### src/rtl/rsa_uart_pkg.sv
// Shared definitions for the RSA UART front end: EOT character and the
// rx_word_ctrl state encoding.
package rsa_uart_pkg;

    localparam logic [7:0] EOT_CHAR = 8'h04;

    typedef enum logic [1:0] {
        ST_WAIT = 2'd0,
        ST_ACK  = 2'd1,
        ST_EMIT = 2'd2
    } rx_word_state_t;

endpackage

### src/rtl/rx_word_ctrl.sv
// Packs received UART bytes into BYTES-wide words, little-endian by arrival
// order, and hands them downstream with a valid/ready handshake.
module rx_word_ctrl
    import rsa_uart_pkg::*;
#(
    parameter int unsigned BYTES = 4
) (
    input  logic                         clk,
    input  logic                         rst,
    input  logic                         rx_flag,
    input  logic                         rx_eot,
    input  logic [7:0]                   rx_data,
    output logic                         rx_clear,
    output logic [8*BYTES-1:0]           word_out,
    output logic                         word_valid,
    input  logic                         word_ready,
    output logic                         word_last,
    output logic [$clog2(BYTES+1)-1:0]   word_nbytes,
    output logic                         busy
);

    localparam int unsigned CW = $clog2(BYTES + 1);

    rx_word_state_t     r_state;
    rx_word_state_t     w_state_nxt;
    logic [CW-1:0]      r_cnt;
    logic               r_eot;
    logic [8*BYTES-1:0] r_word;
    logic               w_accept;
    logic               w_xfer;

    always_ff @(posedge clk) begin
        if (rst) begin
            r_state <= ST_WAIT;
        end else begin
            r_state <= w_state_nxt;
        end
    end

    always_comb begin
        w_state_nxt = r_state;
        w_accept    = 1'b0;
        w_xfer      = 1'b0;
        case (r_state)
            ST_WAIT: begin
                if (rx_flag) begin
                    w_accept    = 1'b1;
                    w_state_nxt = ST_ACK;
                end
            end
            ST_ACK: begin
                if ((r_cnt == CW'(BYTES)) || r_eot) begin
                    w_state_nxt = ST_EMIT;
                end else begin
                    w_state_nxt = ST_WAIT;
                end
            end
            ST_EMIT: begin
                if (word_ready) begin
                    w_xfer      = 1'b1;
                    w_state_nxt = ST_WAIT;
                end
            end
            default: w_state_nxt = ST_WAIT;
        endcase
    end

    // The EOT byte itself is never stored; it only marks the word as last.
    always_ff @(posedge clk) begin
        if (rst || w_xfer) begin
            r_cnt  <= '0;
            r_eot  <= 1'b0;
            r_word <= '0;
        end else if (w_accept) begin
            if (rx_eot) begin
                r_eot <= 1'b1;
            end else begin
                for (int unsigned k = 0; k < BYTES; k++) begin
                    if (r_cnt == CW'(k)) begin
                        r_word[8*k +: 8] <= rx_data;
                    end
                end
                r_cnt <= r_cnt + CW'(1);
            end
        end
    end

    assign rx_clear    = (r_state == ST_ACK);
    assign word_valid  = (r_state == ST_EMIT);
    assign word_out    = r_word;
    assign word_last   = r_eot;
    assign word_nbytes = r_cnt;
    assign busy        = (r_state != ST_WAIT) || (r_cnt != '0);

endmodule

### config.mk
export PLATFORM = sky130hd
export DESIGN_NAME = rx_word_ctrl
export DESIGN_NICKNAME = d
export VERILOG_FILES = /design/src/rtl/rsa_uart_pkg.sv /design/src/rtl/rx_word_ctrl.sv
export SDC_FILE = /design/constraint.sdc
export NUM_CORES = 1
export LEC_CHECK = 0
export BUFFER_PORTS_ARGS = -buffer_cell sky130_fd_sc_hd__buf_4
export CAP_MARGIN = 25
export CORE_MARGIN = 10
export CORE_UTILIZATION = 40
export CTS_CLUSTER_DIAMETER = 40
export DETAILED_ROUTE_END_ITERATION = 7
export SLEW_MARGIN = 0
export SYNTH_ARGS = -nofsm -noshare
export SYNTH_HDL_FRONTEND = slang
export SYNTH_SLANG_ARGS = --single-unit
### constraint.sdc
create_clock -name clk -period 1.85 [get_ports clk]
set_input_delay 0.185 -clock clk [delete_from_list [all_inputs] [get_ports clk]]
set_output_delay 0.185 -clock clk [all_outputs]
set_load 0.02 [all_outputs]
==> results.cfg, run 1 <==
[timing]
maxSlewViolCount = 0
post-route-period-util_pct = 78.5
max_slew_margin_pct = 68.2
fin_worst_skew_ns = 0.00565
fin_ws_ns = 0.397
grt_setup_unrepaired = no
post-route-min-period_ns = 1.45
hold_slack_ns = 0.153
finalSetupViolations = 0
tightest_slew_ns = 0.475
fmax_mhz = 688
setup_tns_ns = 0
hold_viol_final = 0

[die]
dieArea_mm2 = 0.00723
coreArea_mm2 = 0.00406
start_util_pct = 41.7
die_h_um = 85.1
die_w_um = 85.1
rows = 23
io_pins = 52

[power_and_ir_drop]
pwr-share-clk_pct = 34.8
powerDensity_mw_per_mm2 = 742
pwr-share-comb_pct = 12.9
p_int_uw = 1240
ir_worst_vdd_v = 0.000377
seqPwrFrac_pct = 52.4
p_leak_uw = 0.00109
p_switching_uw = 400
p_sw_share_pct = 24.4

[finish]
fin_nets = 224
fill_cells = 354
final_util_pct = 54.4
final_cell_count_no_fill = 257
drive_gt1_share_pct = 30.4
syn2layout_area_growth_pct = 30.4
antenna_cells = 0

[logic_synthesis]
ys_seq_area_share_pct = 44.9
synth-seq-cells = 38
ys_types = 22
synth_fp_nets = 175
synth_area_per_cell_um2 = 10.8
synth_area_mm2 = 0.00169
syn_inst = 157
yosys_warnings = 0

[clock_network]
htree_levels = 2
clk_latency_ns = 0.28
cts_max_path_buffers = 2
path_clk_slew_ns = 0.07
cts.sinks = 38
cts_root_buf = clkbuf_8
cts_buffers = 5
cts_resized = 0
cts_tree = done
postCtsHoldBufs = 0
post_cts_buffers = 0

[drt]
ant_nets = 0
drt_drc_violations_left = 0
drtPass1Iterations = 4
initialDrtViolationCount = 53
vias = 1303
routed_wirelength_mm = 4.21
avgViaCountPerCell = 5.07
wire_per_inst_um = 16.4

[global_routing]
grt_pass1_wl_mm = 6.75
grt_use_total_pct = 11.2
antenna_found_initial = 0
grt_pass1_vias = 1337
grt_max_degree = 44
grt_remaining_overflow = 0

[setup_path]
arrival_ns = 1.27
cp-end-kind = output port
required_ns = 1.66
worst-path-max-fanout = 5
path_class = reg -> out
startpoint_type = flop

[place]
placed_cells = 249
dp_worst_setup_slack_ns = 0.423
gp_congestion = 0.727
port_buffers = 51
dp_hpwl_mm = 3.02

[worst_hold_path]
min_path_type = in -> reg

[run]
maxCapViolCount = 0

[run_status]
status = finished, final reports clean
-- power groups by stage --
| stage | combinational (uW) | sequential (uW) | clock [uW] |
|---|---|---|---|
| after floorplan | 107 | 896 | 0 |
| after CTS | 214 | 858 | 594 |
| after detailed placement | 213 | 876 | 0 |
| final | 210 | 858 | 570 |
| after global placement | 212 | 875 | 0 |
| after global routing | 230 | 860 | 617 |
-- state kept, by name (all words and copies together) (netlist names) --
| register | flops |
|---|---|
| word_out | 32 |
| word_nbytes | 3 |
| r_state | 2 |
| word_last | 1 |
-- kinds of logic after synthesis --
kind of cell,Yosys count,synth area share (%)
adders and majority gates,5,3.70
AOI/OAI and AO/OA,4,1.70
and+or+nand+nor,62,26.2
DFF,38,44.9
buffers and inverters,14,3.40
xor gates and xnor gates,1,0.517
muxes,33,19.5
-- final timing paths --
check	from	endpoint	slack, ns	depth (start not counted)
setup / recovery	word_nbytes[0]	busy	0.40	4
hold / removal	rx_flag	r_state[0]	0.15	3
setup reg to reg	r_state[1]	word_out[3]	0.42	3
hold reg to reg	word_out[12]	word_out[12]	0.49	2
-- metal layers --
metal	track usage (%)	up-vias	routed length [um]
li1	-	651	-
met1	13.0	617	1800
met2	18.6	30	2100
met3	4.40	5	278
met4	3.59	0	39
met5	0	-	0
-- cells in the mapped netlist --
cell	count	area share [%]
a211oi_1	1	0.44
nand3_1	2	0.59
nor2b_1	3	1.1
nand3_2	1	0.59
clkbuf_1	6	1.3
dfxtp_1	38	45
a22oi_1	1	0.44
nand2_1	2	0.44
and3_1	2	0.74
nor2_1	7	1.6
nand2_4	1	0.67
inv_1	4	0.89
buf_2	4	1.2
nor3_2	1	0.59
mux2i_1	33	20
nand2b_1	1	0.37
xnor2_1	1	0.52
nand3b_1	41	18
nor4b_4	1	1.4
ha_1	5	3.7
a21o_1	1	0.44
a31oi_1	1	0.37
-- worst max-delay path, stage by stage, from the launching register on --
cell	delay (ns)
dfxtp_1	0.43
inv_1	0.09
ha_1	0.25
nand2_1	0.08
buf_4	0.14
-- layout make-up --
class	count	area [um2]	area share, %
clock inverters	1	5.00	0.227
multi-input cells	105	875	39.6
clock buffers	7	86.3	3.91
inverters	4	15.0	0.680
repair buffers	52	403	18.3
flip-flops and latches	38	761	34.5
well taps	50	62.6	2.83
-- stage by stage --
stage,instance area [um2],total power (uW)
after floorplan,1690,1000
after global placement,2120,1090
after detailed placement,2120,1090
after CTS,2210,1670
after global routing,2210,1710
final,2210,1640
-- cells in the final DEF, fill, tap and decap left out, types with 3 or more instances in the layout --
cell	count
buf_4	51
nand3b_1	41
dfxtp_1	38
mux2i_1	33
nor2_1	7
clkbuf_8	6
ha_1	5
inv_1	4
nor2b_1	3
No activity file was read; power rests on OpenSTA's default activity.
==> run 2: changes to the inputs <==
--- a/config.mk
+++ b/config.mk
@@ -11,6 +11,7 @@
 export CORE_UTILIZATION = 40
 export CTS_CLUSTER_DIAMETER = 40
 export DETAILED_ROUTE_END_ITERATION = 7
+export PLACE_DENSITY = 0.67
 export SLEW_MARGIN = 0
 export SYNTH_ARGS = -nofsm -noshare
 export SYNTH_HDL_FRONTEND = slang
==> constraint.sdc (replaced) <==
create_clock -name clk -period 1.2 [get_ports clk]
set_input_delay 0.12 -clock clk [delete_from_list [all_inputs] [get_ports clk]]
set_output_delay 0.12 -clock clk [all_outputs]
set_load 0.02 [all_outputs]
==> run 2 against run 1 <==
Against the previous run: the run now ends with negative setup slack left; die area stayed put; sequential cell count unchanged; worst setup slack got worse by 0.45 ns; cell count rose by 5.4%; count of clock-buffer cells in the layout fell by 1; final area is 11% higher; combinational power up 100%; critical path type unchanged; largest cell class unchanged; highest routed layer unchanged.
==> results.cfg, run 2 (synthesis gave the netlist of run 1 again) <==
[power_and_ir_drop]
p_leak_uw = 0.00117
p_sw_share_pct = 24.9
ir_worst_vdd_v = 0.000650
powerDensity_mw_per_mm2 = 1050
total_power_uw = 2590
p_int_uw = 1950
pwr-share-clk_pct = 32.9
seqPwrFrac_pct = 50.9
pwr-share-comb_pct = 16.2
p_switching_uw = 644

[timing]
fin_ws_ns = -0.0499
finalSetupViolations = 26
fin_worst_skew_ns = 0.00256
hold_viol_final = 0
post-route-min-period_ns = 1.25
setup_tns_ns = -0.648
grt_setup_unrepaired = yes
post-route-period-util_pct = 104
tightest_slew_ns = 0.568
maxSlewViolCount = 0
fmax_mhz = 800
max_slew_margin_pct = 62.1

[die]
start_util_pct = 41.7
coreArea_mm2 = 0.00406
die_h_um = 85.1
dieArea_mm2 = 0.00723
rows = 23
io_pins = 52
die_w_um = 85.1

[run_status]
status = finished, violations left
failed_checks = negative setup slack

[clock_network]
cts_buffers = 5
path_clk_slew_ns = 0.07
cts_root_buf = clkbuf_8
postCtsHoldBufs = 0
htree_levels = 2
clk_latency_ns = 0.28
cts_tree = done
cts_max_path_buffers = 2
cts.sinks = 38

[setup_path]
worst-path-max-fanout = 6
arrival_ns = 1.13
required_ns = 1.08
crit_family = flip-flops
startpoint_type = flop
cp_slowest_stage_delay_ns = 0.38
critPathBufInv = 1
cp-end-kind = output port
reg2reg_depth = 5
path_class = reg -> out
cp.depth = 3
cp_slowest_cell = dfxtp_4
cp_cell_sequence = nor3_4 -> nand2_1 -> buf_6

[finish]
final_common_cell = buf_4
largest_register_ffs = 32
final_cell_mix = 57 x buf_4, 41 x nand3b_1, 33 x mux2i_1, 33 x dfxtp_1, 9 x buf_6
final_util_pct = 60.6
antenna_cells = 0
final_cell_count_no_fill = 271
syn2layout_area_growth_pct = 45.3
multiInputGateArea_um2 = 951
fill_cells = 341
fin_nets = 240
drive_gt1_share_pct = 43.0
seqCellArea_um2 = 779

[place]
dp_hpwl_mm = 3.23
port_buffers = 51
gp_congestion = 0.748
placed_cells = 257

[worst_hold_path]
hold_depth = 3
min_path_type = in -> reg

[global_routing]
grt_remaining_overflow = 0
grt_pass1_wl_mm = 7.54
antenna_found_initial = 0
grt_use_total_pct = 12.7
grt_max_degree = 44
grt_pass1_vias = 1487

[drt]
vias = 1421
initialDrtViolationCount = 69
ant_nets = 0
wire_per_inst_um = 17.0
drtPass1Iterations = 5
avgViaCountPerCell = 5.24
drt_drc_violations_left = 0
routed_wirelength_mm = 4.60

[run]
maxCapViolCount = 0
run 2: cell count changes in the layout (fill, tap and decap cells not counted), moves of 2 or more:
cell / before / now
and3_1: 2 / 0
buf_4: 51 / 57
buf_6: 0 / 9
dfxtp_1: 38 / 33
dfxtp_4: 0 / 5
ha_1: 5 / 3
inv_1: 4 / 2
inv_2: 0 / 2
nand3_1: 2 / 0
nor2b_1: 3 / 1
nor2b_4: 0 / 2
run 2: metal layers:
metal | part of all wire, % | global-route usage, % | routed length (um) | vias to the layer above
met5 | 0 | 0 | 0 | -
met4 | 0.41 | 3.14 | 19 | 0
met3 | 7.1 | 5.26 | 326 | 2
met2 | 53 | 22.4 | 2430 | 44
met1 | 40 | 13.8 | 1820 | 689
li1 | - | - | - | 686
run 2: worst paths after layout:
check / startpoint / endpoint / slack (ns)
setup / recovery: r_state[1] / busy / -0.05
setup reg to reg: r_state[0] / word_nbytes[0] / -0.04
hold / removal: rx_flag / r_state[0] / 0.07
hold reg to reg: word_out[0] / word_out[0] / 0.49
run 2: power by group through the flow:
stage               clock network (uW)  logic [uW]  registers (uW)
floorplan                            0         168            1380
global placement                     0         346            1350
detailed placement                   0         353            1350
CTS                                883         408            1320
global route                       939         457            1320
finish                             852         421            1320
run 2: cell type report:
cell class | instances | share of cell area, %
clock buffers | 6 | 3.36
inverters | 4 | 0.610
multi-input cells | 105 | 38.7
flip-flops and latches | 38 | 31.7
well taps | 50 | 2.54
repair buffers | 68 | 23.1
run 2: metrics by stage:
stage	hold slack, ns	setup slack (ns)	cell area [um2]
floorplan	0.226	0.000827	1710
global placement	0.363	-0.0803	2190
detailed placement	0.366	-0.135	2190
CTS	0.0613	-0.0482	2400
global route	0.0873	-0.127	2460
finish	0.0685	-0.0499	2460
run 2: worst register-to-register path, cell delays in order, from the launching register on:
cell and delay (ns):
dfxtp_4 0.37, nand3b_1 0.24, buf_6 0.19, buf_4 0.14, nand2b_1 0.13, nor2_1 0.07
run 2: timing repair:
item / 4_1_cts / 5_1_grt
buffers inserted: 5 / 3
pin swaps: 7 / 4
gates resized for setup: 26 / 10
setup endpoints to repair: 38 / 39
==> run 3: changes to the inputs <==
--- a/config.mk
+++ b/config.mk
@@ -12,6 +12,8 @@
 export CTS_CLUSTER_DIAMETER = 40
 export DETAILED_ROUTE_END_ITERATION = 7
 export PLACE_DENSITY = 0.67
+export REMOVE_ABC_BUFFERS = 1
+export SETUP_SLACK_MARGIN = 0.3
 export SLEW_MARGIN = 0
 export SYNTH_ARGS = -nofsm -noshare
 export SYNTH_HDL_FRONTEND = slang
==> run 3 against run 2 <==
Against the previous run: the run still ends with negative setup slack left; via count grew 7.2%; sequential cell count is the same; clock power grew 12%; power up 6.3%; die area unchanged; first-iteration DRC count up 75%; critical path depth increased by 2; worst setup slack got worse by 0.054 ns; sequential share of layout area decreased by 3.1 points; critical endpoint is now word_out[3].
==> results.cfg, run 3 (synthesis gave the netlist of run 1 again) <==
[drt]
vias = 1523
wire_per_inst_um = 19.7
routed_wirelength_mm = 5.64
initialDrtViolationCount = 121
drtPass1Iterations = 4
avgViaCountPerCell = 5.33
drt_drc_violations_left = 0
ant_nets = 0

[finish]
stdcell_area_mm2 = 0.00285
largest_register_ffs = 32
drive_gt1_share_pct = 59.7
final_util_pct = 70.3
final_cell_mix = 44 x buf_6, 41 x nand3b_1, 34 x dfxtp_2
multiInputGateArea_um2 = 947
syn2layout_area_growth_pct = 68.5
fin_nets = 253
seqCellArea_um2 = 815
antenna_cells = 0
fill_cells = 292
final_common_cell = buf_6

[setup_path]
worst-path-max-fanout = 6
startpoint_type = flop
crit_start = r_state[1]
required_ns = 1.42
r2r_start = r_state[1]
cp-end-kind = flop
arrival_ns = 1.53
path_class = reg -> reg

[power_and_ir_drop]
pwr-share-clk_pct = 34.7
ir_worst_vdd_v = 0.000825
p_sw_share_pct = 27.0
seqPwrFrac_pct = 48.1
p_int_uw = 2010
p_leak_uw = 0.00134
powerDensity_mw_per_mm2 = 965
p_switching_uw = 744
pwr-share-comb_pct = 17.3

[die]
start_util_pct = 41.7
dieArea_mm2 = 0.00723
die_h_um = 85.1
io_pins = 52
die_w_um = 85.1
rows = 23
coreArea_mm2 = 0.00406

[place]
dp_worst_setup_slack_ns = -0.102
port_buffers = 51
dp_hpwl_mm = 3.24
dpl-instance-area_mm2 = 0.00220
gp_congestion = 0.790

[run_status]
failed_checks = negative setup slack
status = finished, violations left

[timing]
grt_setup_unrepaired = yes
fin_worst_skew_ns = 0.00899
max_slew_margin_pct = 75.9
tightest_slew_ns = 0.360
post-route-period-util_pct = 109
post-route-min-period_ns = 1.30
fmax_mhz = 767
finalSetupViolations = 32
fin_ws_ns = -0.104
maxSlewViolCount = 0
hold_viol_final = 0
setup_tns_ns = -1.39

[global_routing]
grt_remaining_overflow = 0
grt_pass1_wl_mm = 8.34
antenna_found_initial = 0
grt_use_total_pct = 14.1
grt_max_degree = 44
grt_pass1_vias = 1659

[clock_network]
cts_tree = done
path_clk_slew_ns = 0.08
postCtsHoldBufs = 0
cts_buffers = 5
htree_levels = 2
cts_max_path_buffers = 2
clk_latency_ns = 0.30
cts_root_buf = clkbuf_8
cts.sinks = 38

[worst_hold_path]
min_path_type = in -> reg
worstHoldStart = rx_flag

[run]
maxCapViolCount = 0
run 3: power by group through the flow:
stage	Sequential (uW)	Combinational (uW)	Clock (uW)
3_3_place_gp	1350	359	0
3_5_place_dp	1350	366	0
5_1_grt	1330	506	1030
6_report	1320	475	955
2_1_floorplan	1380	152	0
4_1_cts	1320	434	954
run 3: timing repair:
item / CTS / global route
pin swaps: 6 / 7
setup endpoints to repair: 72 / 73
cloned: 3 / 4
setup buffers: 6 / 5
resized for setup: 67 / 36
run 3: worst max-delay path: stages (launching register included):
cell	delay, ns
dfxtp_4	0.37
nor3_2	0.15
buf_4	0.17
and3_1	0.19
buf_6	0.15
mux2i_1	0.20
run 3: layer usage:
layer | routed length (um) | vias up | global-route usage, %
met5 | 0 | - | 0
met4 | 140 | 0 | 6.44
met3 | 448 | 11 | 4.30
met2 | 2900 | 58 | 24.7
met1 | 2140 | 738 | 15.0
li1 | - | 716 | -
run 3: cell type report:
type	instances	share of cell area (%)
timing repair buffer	81	32.2
multi-input combinational	105	33.2
clock inverter	2	0.439
clock buffer	6	2.89
inverter	4	0.526
sequential	38	28.6
tap	50	2.19
run 3: path summary, 6_finish.rpt:
kind	cells past startpoint	to	slack, ns
max	5	word_out[3]	-0.10
min	3	r_state[0]	0.06
max reg2reg	5	word_out[3]	-0.10
min reg2reg	2	word_out[14]	0.49
run 3: per-stage QoR:
stage          cells  hold WS (ns)  power (uW)
2_1_floorplan    147         0.192        1530
3_3_place_gp     260         0.367        1700
3_5_place_dp     260         0.395        1710
4_1_cts          277        0.0646        2710
5_1_grt          286        0.0626        2860
6_report         286        0.0626        2750
